[src/rtl/pwm_pkg.sv]
// Shared definitions for the PWM optical link (transmitter pwm and receiver pwm_demod).
package pwm_pkg;

  localparam int unsigned PWM_PERIOD = 8;
  localparam int unsigned PWM_SYM_W  = 2;

  typedef enum logic [1:0] {
    HUNT = 2'd0,
    LOW  = 2'd1,
    HIGH = 2'd2
  } demod_state_e;

endpackage

[src/rtl/sync_2ff.sv]
// Two-flop synchroniser for a single asynchronous bit; resets to 0.
module sync_2ff (
  input  logic aclk,
  input  logic aresetn,
  input  logic d,
  output logic q
);

  logic meta;

  // Two back-to-back flops to let metastability resolve before use.
  always_ff @(posedge aclk or negedge aresetn) begin
    if (!aresetn) begin
      meta <= 1'b0;
      q    <= 1'b0;
    end else begin
      meta <= d;
      q    <= meta;
    end
  end

endmodule

[src/rtl/pwm_demod.sv]
// PWM symbol demodulator: recovers SYM_W-bit symbols from fixed-length frames
// whose low phase length encodes the symbol. Strobes and lock are registered.
// Optional macro PWM_DEMOD_SYNC_EN inserts a 2-flop synchroniser on pwm_in.
module pwm_demod
  import pwm_pkg::*;
#(
  parameter int unsigned PERIOD = PWM_PERIOD,
  parameter int unsigned SYM_W  = PWM_SYM_W
) (
  input  logic             aclk,
  input  logic             aresetn,
  input  logic             pwm_in,
  output logic [SYM_W-1:0] sym_out,
  output logic             sym_valid,
  output logic             sym_err,
  output logic             locked
);

  localparam int unsigned MAX_LVL = (1 << SYM_W) - 1;
  localparam int unsigned POS_W   = (PERIOD > 1) ? $clog2(PERIOD) : 1;
  localparam int unsigned RUN_W   = $clog2(PERIOD + 1);

  localparam logic [POS_W-1:0] LAST_POS = POS_W'(PERIOD - 1);
  localparam logic [RUN_W-1:0] RUN_SAT  = RUN_W'(PERIOD);
  localparam logic [RUN_W-1:0] RUN_LVL  = RUN_W'(MAX_LVL);

  logic             line;
  logic             s;
  logic             s_d;
  logic             fall;
  logic             rise;
  demod_state_e     state;
  demod_state_e     state_nxt;
  logic [POS_W-1:0] fpos;
  logic [POS_W-1:0] fpos_nxt;
  logic [POS_W-1:0] fpos_wrap;
  logic [RUN_W-1:0] run;
  logic [RUN_W-1:0] run_nxt;
  logic [RUN_W-1:0] run_inc;
  logic [SYM_W-1:0] sym_nxt;
  logic             valid_nxt;
  logic             err_nxt;
  logic             locked_nxt;

`ifdef PWM_DEMOD_SYNC_EN
  sync_2ff u_sync (
    .aclk    (aclk),
    .aresetn (aresetn),
    .d       (pwm_in),
    .q       (line)
  );
`else
  assign line = pwm_in;
`endif

  assign fall      = s_d & ~s;
  assign rise      = ~s_d & s;
  assign fpos_wrap = (fpos == LAST_POS) ? '0 : fpos + 1'b1;
  assign run_inc   = (run == RUN_SAT) ? run : run + 1'b1;

  // Sample the line and keep the previous sample for edge detection.
  always_ff @(posedge aclk or negedge aresetn) begin
    if (!aresetn) begin
      s   <= 1'b0;
      s_d <= 1'b0;
    end else begin
      s   <= line;
      s_d <= s;
    end
  end

  // State, frame position, low-run counter and registered outputs.
  always_ff @(posedge aclk or negedge aresetn) begin
    if (!aresetn) begin
      state     <= HUNT;
      fpos      <= '0;
      run       <= '0;
      sym_out   <= '0;
      sym_valid <= 1'b0;
      sym_err   <= 1'b0;
      locked    <= 1'b0;
    end else begin
      state     <= state_nxt;
      fpos      <= fpos_nxt;
      run       <= run_nxt;
      sym_out   <= sym_nxt;
      sym_valid <= valid_nxt;
      sym_err   <= err_nxt;
      locked    <= locked_nxt;
    end
  end

  // Next-state decode; fpos_wrap is the frame position of the current sample.
  always_comb begin
    state_nxt  = state;
    fpos_nxt   = fpos_wrap;
    run_nxt    = run;
    sym_nxt    = sym_out;
    valid_nxt  = 1'b0;
    err_nxt    = 1'b0;
    locked_nxt = locked;
    unique case (state)
      HUNT: begin
        if (fall) begin
          state_nxt = LOW;
          fpos_nxt  = '0;
          run_nxt   = RUN_W'(1);
        end
      end
      LOW: begin
        if (!s) begin
          run_nxt = run_inc;
          if (run_inc == RUN_SAT) begin
            err_nxt    = 1'b1;
            locked_nxt = 1'b0;
            state_nxt  = HUNT;
          end
        end else if (rise) begin
          if ((run != '0) && (run <= RUN_LVL)) begin
            sym_nxt    = SYM_W'(run);
            valid_nxt  = 1'b1;
            locked_nxt = 1'b1;
          end else begin
            err_nxt    = 1'b1;
            locked_nxt = 1'b0;
          end
          state_nxt = HIGH;
        end
      end
      HIGH: begin
        if (fall) begin
          // An early falling edge is flagged but still taken as the new frame start.
          if (fpos_wrap != '0) begin
            err_nxt    = 1'b1;
            locked_nxt = 1'b0;
          end
          state_nxt = LOW;
          fpos_nxt  = '0;
          run_nxt   = RUN_W'(1);
        end else if (s && (fpos_wrap == '0)) begin
          sym_nxt   = '0;
          valid_nxt = 1'b1;
        end
      end
      default: begin
        state_nxt = HUNT;
      end
    endcase
  end

endmodule

[config.mk]
export PLATFORM = sky130hd
export DESIGN_NAME = pwm_demod
export DESIGN_NICKNAME = d
export VERILOG_FILES = /design/src/rtl/pwm_pkg.sv /design/src/rtl/sync_2ff.sv /design/src/rtl/pwm_demod.sv
export SDC_FILE = /design/constraint.sdc
export NUM_CORES = 1
export LEC_CHECK = 0
export ABC_AREA = 0
export CAP_MARGIN = 15
export CELL_PAD_IN_SITES_DETAIL_PLACEMENT = 1
export CELL_PAD_IN_SITES_GLOBAL_PLACEMENT = 2
export CORE_ASPECT_RATIO = 0.75
export CORE_MARGIN = 8
export CORE_UTILIZATION = 25
export DETAILED_ROUTE_END_ITERATION = 8
export GPL_ROUTABILITY_DRIVEN = 1
export PLACE_DENSITY_LB_ADDON = 0.1
export SETUP_SLACK_MARGIN = 0.02
export SYNTH_ARGS = -nofsm -noshare
export SYNTH_HDL_FRONTEND = slang
export SYNTH_SLANG_ARGS = --single-unit
[constraint.sdc]
create_clock -name aclk -period 2.45 [get_ports aclk]
set_input_delay 0.3675 -clock aclk [delete_from_list [all_inputs] [get_ports aclk]]
set_output_delay 0.3675 -clock aclk [all_outputs]
set_load 0.02 [all_outputs]
# Yosys cells after proc, flatten, opt, wreduce, memory -nomap -nowiden
# Cells that the tools add are included.
# word_totals
register_bits	16
in_bits	3
out_inout_bits	5
elab_cells	82
# classes
addsub	2
n_lt_le_gt_ge	1
n_eq_ne	16
muxes	37
bitwise	4
n_reduce_logical	13
# op_table
op	count
2-bit two-way mux	9
1-bit two-way mux	16
2-bit != test (second input constant)	8
4-bit two-way mux	3
3-bit two-way mux	3
4-bit equality test (second input constant)	2
2-bit case mux with 2 select lines	2
4-bit case mux with 2 select lines	1
3-bit != test (second input constant)	2
1-bit case mux with 2 select lines	3
3-bit AND reduction	2
6-bit AND reduction	1
5-bit AND reduction	1
4-bit by 1-bit adder with 4-bit output (second input constant)	1
4-bit by 2-bit <= comparator with 1-bit output (second input constant)	1
2-bit nonzero test	2
4-bit nonzero test	1
3-bit by 1-bit adder with 3-bit output (second input constant)	1
3-bit equality test (second input constant)	1
3-bit zero test	1
3-bit nonzero test	1
1-bit AND	2
2-bit by 1-bit equality test with 1-bit output (second input constant)	1
2-bit equality test (second input constant)	1
5 further kinds	7

# Longest topological paths before layout
# Gate-level depths: netlist (run 1).
# depth
depth_word	7
ltp_mapped	8
depth_no_buf	7

# Least setup slack after synthesis (run 1)
# Ideal clock, no wire load.
# synth_timing
kind	register to register
from	register run[0]
to	register locked
setup_time_ns	0.122
arrival_ns	1.855
t_required_ns	2.328
path_slack_ns	0.473
path_stages_with_launch	8
path_buffers	0
period_less_slack_ns	1.977
cell_sequence	dfrtp_1 inv_1 ha_1 a21oi_2 a2111o_1 o311a_4 nand3b_1 o2bb2ai_1
# synth_via
elab_chain_len	6
elab_cells_between_ends	13
classes_between	add/sub: 1; order compare: 1; eq/ne: 3; mux: 5; reduce/logical: 3
# synth_rtl
item	line	source
start, declared	pwm_demod.sv:37	logic [RUN_W-1:0] run;
start signal, assigned	pwm_demod.sv:85	run <= run_nxt;
parallel branches: the longest is 6 deep, another holds 4-bit by 1-bit adder with 4-bit output	--	
end signal, assigned	pwm_demod.sv:89	locked <= locked_nxt;
end, declared	pwm_demod.sv:16	output logic locked
# Parallel ways; which one is timed is not known. The select of a mux whose other input is x is not followed.
# A chain may end at the register's enable or synchronous reset.

# Final worst setup path (run 1)
# Same ends and word-level chain as after synthesis.

==> metrics.csv, run 1 <==
stage;metric;value;unit
clock_tree;hold_buf cts;0;
cells_and_area;Inserted Diodes;0;
worst_setup_path;RR Startpoint;run[0]$_DFFE_PN0P_;
yosys;#FFs+latches synth;16;
routing;TritonRoute pass-1 iters;4;
floorplan;row count;19;
yosys;Ys Warns;0;
routing;DR iter-0 viols;19;
min_path;worst hold path type;reg -> reg;
placement;PortBufs;7;
sta;Slew @ Worst Pin;779;ps
yosys;Synth Area in Adders;0.106;
cells_and_area;Final Core Density;0.316;
cells_and_area;final cell count without fillers;160;
worst_setup_path;CP max stage delay;450;ps
floorplan;starting density of the core;0.259;
sta;Final Hold Vio Count;0;
yosys;main combinational cell family by area after synthesis;simple AND/OR/NAND/NOR gates;
yosys;largest cells by area after synthesis;dfrtp_1 42%, ha_1 11%, o21ai_0 3.7%;
outcome;status;complete, no violations;
yosys;area share of the largest cell type after synthesis;0.422;
floorplan;Core Region;3660;um2
clock_tree;clk buf depth;2;
worst_setup_path;crit path cell chain;inv_1 > ha_1 > a21oi_2 > a2111o_1 > o311a_4 > nand3b_1 > o2bb2ai_1;
routing;via count;746;
worst_setup_path;r2r setup slk;320;ps
routing;vias per cell;4.66;
cells_and_area;P&R area growth vs syn;22.0;%
worst_setup_path;element type at the critical path start;flip-flop;
yosys;Seq/Total Area, Yosys;0.422;
routing;DRC Markers;0;
worst_setup_path;critical path capture point type;flip-flop;
yosys;Syn Area/Cell;9.98;um2
sta;final setup fails;0;
sta;skew final;7.06;ps
yosys;syn_nets;106;
clock_tree;Post-CTS Setup Bufs;0;
placement;post-DP HPWL;1760;um
worst_setup_path;r2r worst-path depth;7;
min_path;hold_sp;fpos[0]$_DFF_PN0_;
min_path;Hold Path Sink;fpos[0]$_DFF_PN0_;
sta;Peak Freq;0.469;GHz
yosys;post-synth top area cell;dfrtp_1;
placement;Placed Cells;156;
yosys;Simple-Gate Fraction of Synth Area;0.206;
power_and_ir_drop;Pwr Density;1110;nW/um2
clock_tree;htree depth;1;
floorplan;Die H;69.3;um
worst_setup_path;family with the most delay on the worst path;compound AO/OA/AOI/OAI gates;
sta;Final Critical Period;2130;ps
placement;Routability Congestion;0.745;
yosys;synthesized area;948;um2
min_path;hold path depth;1;
clock_tree;TritonCTS clock tree;built;
yosys;post-synthesis mux area share;0.0237;
sta;slew margin rel.;0.479;
global_route;initial antenna violation count;0;
routing;Detailed Route WL;2300;um
floorplan;full die area;6040;um2
sta;setup_tns;0;ps
cells_and_area;post-layout instance area;1160;um2
worst_setup_path;crit path max fanout;6;
clock_tree;CTS buffer count;3;
cells_and_area;filler cell count;440;
worst_setup_path;Worst EP arrival;2280;ps
yosys;xor/xnor share of the synthesized area;0.00923;
global_route;number of global-route vias before repair;796;
global_route;first-pass GRT wire length;3940;um
global_route;largest net degree at the start of global routing;17;
cells_and_area;commonest non-fill, non-tap cell in the layout;dfrtp_1;
job;max-cap violations;0;
placement;dpl cell area;1100;um2
sta;Final period util;0.870;
floorplan;die width;87.1;um
cells_and_area;layout cells sized above 1;0.130;
sta;Fin Hold WS;483;ps
sta;RSZ-0062 raised after global routing;no;
power_and_ir_drop;leak pwr;0.499;nW
cells_and_area;most frequent cells in the layout;16 x dfrtp_1, 8 x ha_1;
cells_and_area;Net count, final;120;
routing;Post-DRT Antenna Nets;0;
floorplan;Boundary Pins;8;
routing;average wire per standard cell;14.4;um
worst_setup_path;Slowest cell on crit path;a2111o_1;
global_route;GRT overflow;0;
clock_tree;clk_lat worst skew;260;ps
power_and_ir_drop;maximum VDD drop;0.387;mV
worst_setup_path;kind of critical path;reg -> reg;
worst_setup_path;R2R Path End;locked$_DFFE_PN0P_;
yosys;Compound-Gate Fraction of Synth Area;0.202;
global_route;Total Routing Usage GR;0.0836;
yosys;Synth Instances;95;
yosys;unique cell type count in the Yosys netlist;33;
clock_tree;Reg clk slew, reported paths;70;ps
clock_tree;clk root buf;clkbuf_8;
worst_setup_path;CP Buf/Inv Count;1;
sta;Slew Limit Fails;0;
clock_tree;CTS sink count;16;
clock_tree;# resized after CTS;0;
worst_setup_path;Req. time, crit path;2600;ps
## sequential cells by signal (all words and copies together) (netlist names)
register and flops:
fpos 3, state 2, sym_valid 1, sym_err 1, run 4, sym_out 2, locked 1, s 1
s_d 1
## worst max path at each step
| stage | from | to | slack [ps] | cells after the start |
|---|---|---|---|---|
| final | run[0]$_DFFE_PN0P_ | locked$_DFFE_PN0P_ | 320 | 7 |
| after global routing | run[0]$_DFFE_PN0P_ | locked$_DFFE_PN0P_ | 220 | 7 |
| after CTS | run[0]$_DFFE_PN0P_ | locked$_DFFE_PN0P_ | 310 | 7 |
| after detailed placement | run[0]$_DFFE_PN0P_ | locked$_DFFE_PN0P_ | 310 | 7 |
| after global placement | run[0]$_DFFE_PN0P_ | locked$_DFFE_PN0P_ | 290 | 7 |
| after floorplan | run[0]$_DFFE_PN0P_ | locked$_DFFE_PN0P_ | 470 | 7 |
## synth_stat cells, drive strengths merged
master / number
nor2: 7
clkbuf: 1
nand3: 4
nor3: 2
nand3b: 3
dfrtp: 16
or3: 1
ha: 8
nand2: 7
and3b: 1
a2111o: 1
nor2b: 3
a22oi: 1
o21ai: 8
xor2: 1
a21oi: 3
o2bb2ai: 1
o41ai: 1
a21o: 1
a211oi: 1
o221ai: 1
o22a: 1
o31ai: 3
nor4: 1
a21boi: 1
and2b: 1
nand2b: 3
o311a: 1
nor3b: 3
inv: 7
mux2: 2
## stage by stage
stage | setup slack [ps] | power, mW
floorplan | 473 | 0.841
global placement | 288 | 1.04
detailed placement | 315 | 1.05
CTS | 309 | 1.31
global route | 222 | 1.39
finish | 319 | 1.28
## routing by layer
metal | part of all wire | GRT usage | up-vias
met3 | 0.042 | 0.0308 | 4
met5 | 0 | 0 | -
li1 | - | - | 371
met1 | 0.54 | 0.112 | 359
met4 | 0.016 | 0.0342 | 0
met2 | 0.40 | 0.116 | 12
## kinds of logic after synthesis
logic type | count (synthesis)
AND/OR/NAND/NOR | 36
AO/OA/AOI/OAI | 24
flip-flops | 16
buffers and inverters | 8
adder cells (fa/ha/maj) | 8
multiplexers | 2
XOR/XNOR | 1
## final cells by class
type / instances / area, um2 / area share
multi-input cells: 71 / 518 / 0.448
flip-flops and latches: 16 / 400 / 0.346
repair buffers: 10 / 92.6 / 0.0800
well taps: 52 / 65.1 / 0.0562
clock buffers: 4 / 55.1 / 0.0476
inverters: 7 / 26.3 / 0.0227
## worst register-to-register path, cell delays in order (launching register included)
cell	delay, ps
dfrtp_1	440
inv_1	130
ha_1	230
a21oi_2	90
a2111o_1	450
o311a_4	410
nand3b_1	160
o2bb2ai_1	120
## where the power goes
part	switching, mW	total, mW	internal (mW)
logic	0.346	0.620	0.274
registers	0.0687	0.415	0.346
clock network	0.101	0.244	0.143
total	0.516	1.28	0.763
No activity file was read; power rests on OpenSTA's default activity.
==> run 2, diff against run 1 <==
Settings changed: ABC_AREA 0 to 1.
==> metrics.csv, run 2 <==
stage;metric;value;unit;change
clock_tree;Post-CTS Setup Bufs;0;;unchanged
yosys;syn_nets;127;;+20%
clock_tree;Reg clk slew, reported paths;70;ps;about the same
cells_and_area;max FFs per register;4;;unchanged
outcome;status;complete, no violations;;
min_path;hold path depth;2;;+1
sta;setup_tns;0;ps;unchanged
clock_tree;clk_lat worst skew;250;ps;about the same
min_path;hold_sp;locked$_DFFE_PN0P_;;
worst_setup_path;crit path max fanout;4;;-2
cells_and_area;layout cells sized above 1;0.134;;+0.00423
clock_tree;htree depth;1;;unchanged
yosys;post-synth top area cell;dfrtp_1;;
power_and_ir_drop;leak pwr;0.542;nW;+8.7%
power_and_ir_drop;maximum VDD drop;0.284;mV;-27%
yosys;Ys Warns;0;;unchanged
worst_setup_path;r2r setup slk;760;ps;+440 ps
yosys;largest cells by area after synthesis;dfrtp_1 43%, nand2_1 13%, ha_1 11%;;
global_route;first-pass GRT wire length;3800;um;-3.7%
global_route;largest net degree at the start of global routing;17;;unchanged
yosys;synthesized area;923;um2;-2.6%
min_path;worst hold path type;reg -> reg;;
min_path;Hold Path Sink;locked$_DFFE_PN0P_;;
worst_setup_path;Worst EP arrival;1840;ps;-440 ps
placement;PortBufs;7;;unchanged
worst_setup_path;Req. time, crit path;2590;ps;about the same
global_route;Total Routing Usage GR;0.0839;;+0.000351
routing;vias per cell;4.25;;-8.8%
floorplan;die width;86.2;um;-1.1%
yosys;Synth async-reset ratio;1.00;;unchanged
power_and_ir_drop;total power draw;1.15;mW;-10%
job;max-cap violations;0;;unchanged
sta;Final Hold Vio Count;0;;unchanged
clock_tree;TritonCTS clock tree;built;;
floorplan;row count;19;;unchanged
worst_setup_path;kind of critical path;reg -> reg;;
cells_and_area;P&R area growth vs syn;20.6;%;
clock_tree;clk root buf;clkbuf_8;;
yosys;commonest cells in the netlist;31 x nand2_1, 16 x dfrtp_1, 16 x inv_1;;
cells_and_area;post-layout instance area;1110;um2;-3.8%
cells_and_area;commonest non-fill, non-tap cell in the layout;nand2_1;;
worst_setup_path;RR Startpoint;fpos[0]$_DFF_PN0_;;
sta;Peak Freq;0.591;GHz;+26%
routing;DRC Markers;0;;unchanged
routing;TritonRoute pass-1 iters;4;;unchanged
worst_setup_path;R2R Path End;sym_out[1]$_DFFE_PN0P_;;
cells_and_area;filler cell count;448;;+1.8%
power_and_ir_drop;Pwr Density;1030;nW/um2;-6.5%
worst_setup_path;element type at the critical path start;flip-flop;;
placement;post-DP HPWL;1720;um;-2.3%
routing;via count;761;;+2.0%
sta;slew margin rel.;0.478;;-0.00121
clock_tree;# resized after CTS;0;;unchanged
global_route;number of global-route vias before repair;758;;-4.8%
sta;Slew Limit Fails;0;;unchanged
worst_setup_path;critical path capture point type;flip-flop;;
sta;RSZ-0062 raised after global routing;no;;
yosys;#FFs+latches synth;16;;unchanged
global_route;initial antenna violation count;0;;unchanged
sta;final setup fails;0;;unchanged
floorplan;Die H;68.6;um;-1.0%
yosys;ys flop type;dfrtp_1;;
placement;dpl cell area;1060;um2;-4.0%
sta;skew final;1.03;ps;-6.03 ps
placement;Routability Congestion;0.731;;-1.9%
yosys;Syn Area/Cell;7.96;um2;-20%
global_route;GRT overflow;0;;unchanged
cells_and_area;Largest regs;run (4), fpos (3);;
cells_and_area;Net count, final;139;;+16%
clock_tree;CTS sink count;16;;unchanged
cells_and_area;Final Core Density;0.310;;-0.00592
cells_and_area;most flop-heavy register;run;;
cells_and_area;Inserted Diodes;0;;unchanged
clock_tree;CTS buffer count;3;;unchanged
floorplan;starting density of the core;0.257;;-0.00182
yosys;most common cell in the netlist;nand2_1;;
yosys;Synth Instances;116;;+22%
routing;Detailed Route WL;2140;um;-7.0%
clock_tree;clk buf depth;2;;unchanged
sta;Final Critical Period;1690;ps;-438 ps
floorplan;Core Region;3590;um2;-1.9%
worst_setup_path;r2r worst-path depth;10;;+3
cells_and_area;most frequent cells in the layout;31 x nand2_1, 16 x inv_1, 16 x dfrtp_1;;
sta;Final period util;0.691;;-0.179
floorplan;Boundary Pins;8;;unchanged
clock_tree;hold_buf cts;0;;unchanged
yosys;area share of the largest cell type after synthesis;0.434;;+0.0114
routing;DR iter-0 viols;48;;+29
floorplan;full die area;5910;um2;-2.1%
sta;Slew @ Worst Pin;781;ps;+1.81 ps
yosys;number of flops mapped to enable cells by yosys;0;;unchanged
routing;Post-DRT Antenna Nets;0;;unchanged
routing;average wire per standard cell;12.0;um;-17%
yosys;Seq/Total Area, Yosys;0.434;;+0.0114
yosys;unique cell type count in the Yosys netlist;18;;-45%
run 2: cell count changes after synthesis, sizes merged, moves of 3 or more:
cell,change
inv,+12
nand2,+28
nand2b,-3
nand3,+3
nand4,+4
nor2,+4
nor2b,-3
nor3b,-3
o31ai,-3
run 2: area by class of cell:
class	count	area [um2]	share of cell area
clock buffers	4	55.1	0.0494
inverters	19	71.3	0.0640
multi-input cells	81	452	0.406
flip-flops and latches	16	400	0.360
well taps	52	65.1	0.0584
repair buffers	7	70.1	0.0629
run 2: metal layers:
metal  wire length [um]  part of all wire  global-route usage  up-vias
li1                   -                 -                   -      387
met1               1240              0.58               0.120      359
met2                804              0.38               0.111       13
met3                 86             0.040              0.0331        2
met4                 13            0.0061              0.0256        0
met5                  0                 0                   0        -
run 2: cell families (layout without fill, tap and decap cells):
family	after synthesis	count (layout)	share of synthesized area
compound gates	14	14	0.0827
fa+ha+maj	8	8	0.108
buf+inv	19	30	0.0772
flops	16	16	0.434
simple gates	59	59	0.298
run 2: worst max-delay path: stages, from the launching register on:
cell and delay [ps]:
dfrtp_1 390, ha_1 200, ha_1 270, inv_1 90, nand3_1 130, nor2_1 110, nand2_1 70, o21ai_1 90
nand2_1 120, nand2_1 70, o21ai_1 50
run 2: stage by stage:
stage | cells | hold WS [ps] | worst slack [ps]
2_1_floorplan | 116 | 71.9 | 944
6_report | 179 | 480 | 758
4_1_cts | 179 | 491 | 733
3_3_place_gp | 175 | 453 | 747
3_5_place_dp | 175 | 475 | 748
5_1_grt | 179 | 525 | 599
run 2: worst max path at each step:
stage / slack (ps) / from / end / depth (start not counted)
6_report: 760 / fpos[0]$_DFF_PN0_ / sym_out[1]$_DFFE_PN0P_ / 10
2_1_floorplan: 940 / fpos[0]$_DFF_PN0_ / sym_out[0]$_DFFE_PN0P_ / 10
3_3_place_gp: 750 / fpos[0]$_DFF_PN0_ / sym_out[1]$_DFFE_PN0P_ / 10
3_5_place_dp: 750 / fpos[0]$_DFF_PN0_ / sym_out[1]$_DFFE_PN0P_ / 10
4_1_cts: 730 / fpos[0]$_DFF_PN0_ / sym_out[1]$_DFFE_PN0P_ / 10
5_1_grt: 600 / fpos[0]$_DFF_PN0_ / sym_out[1]$_DFFE_PN0P_ / 10
run 2: power breakdown:
group / switching (mW) / internal (mW)
clock network: 0.0970 / 0.143
logic: 0.325 / 0.190
registers: 0.0572 / 0.339
total: 0.480 / 0.671
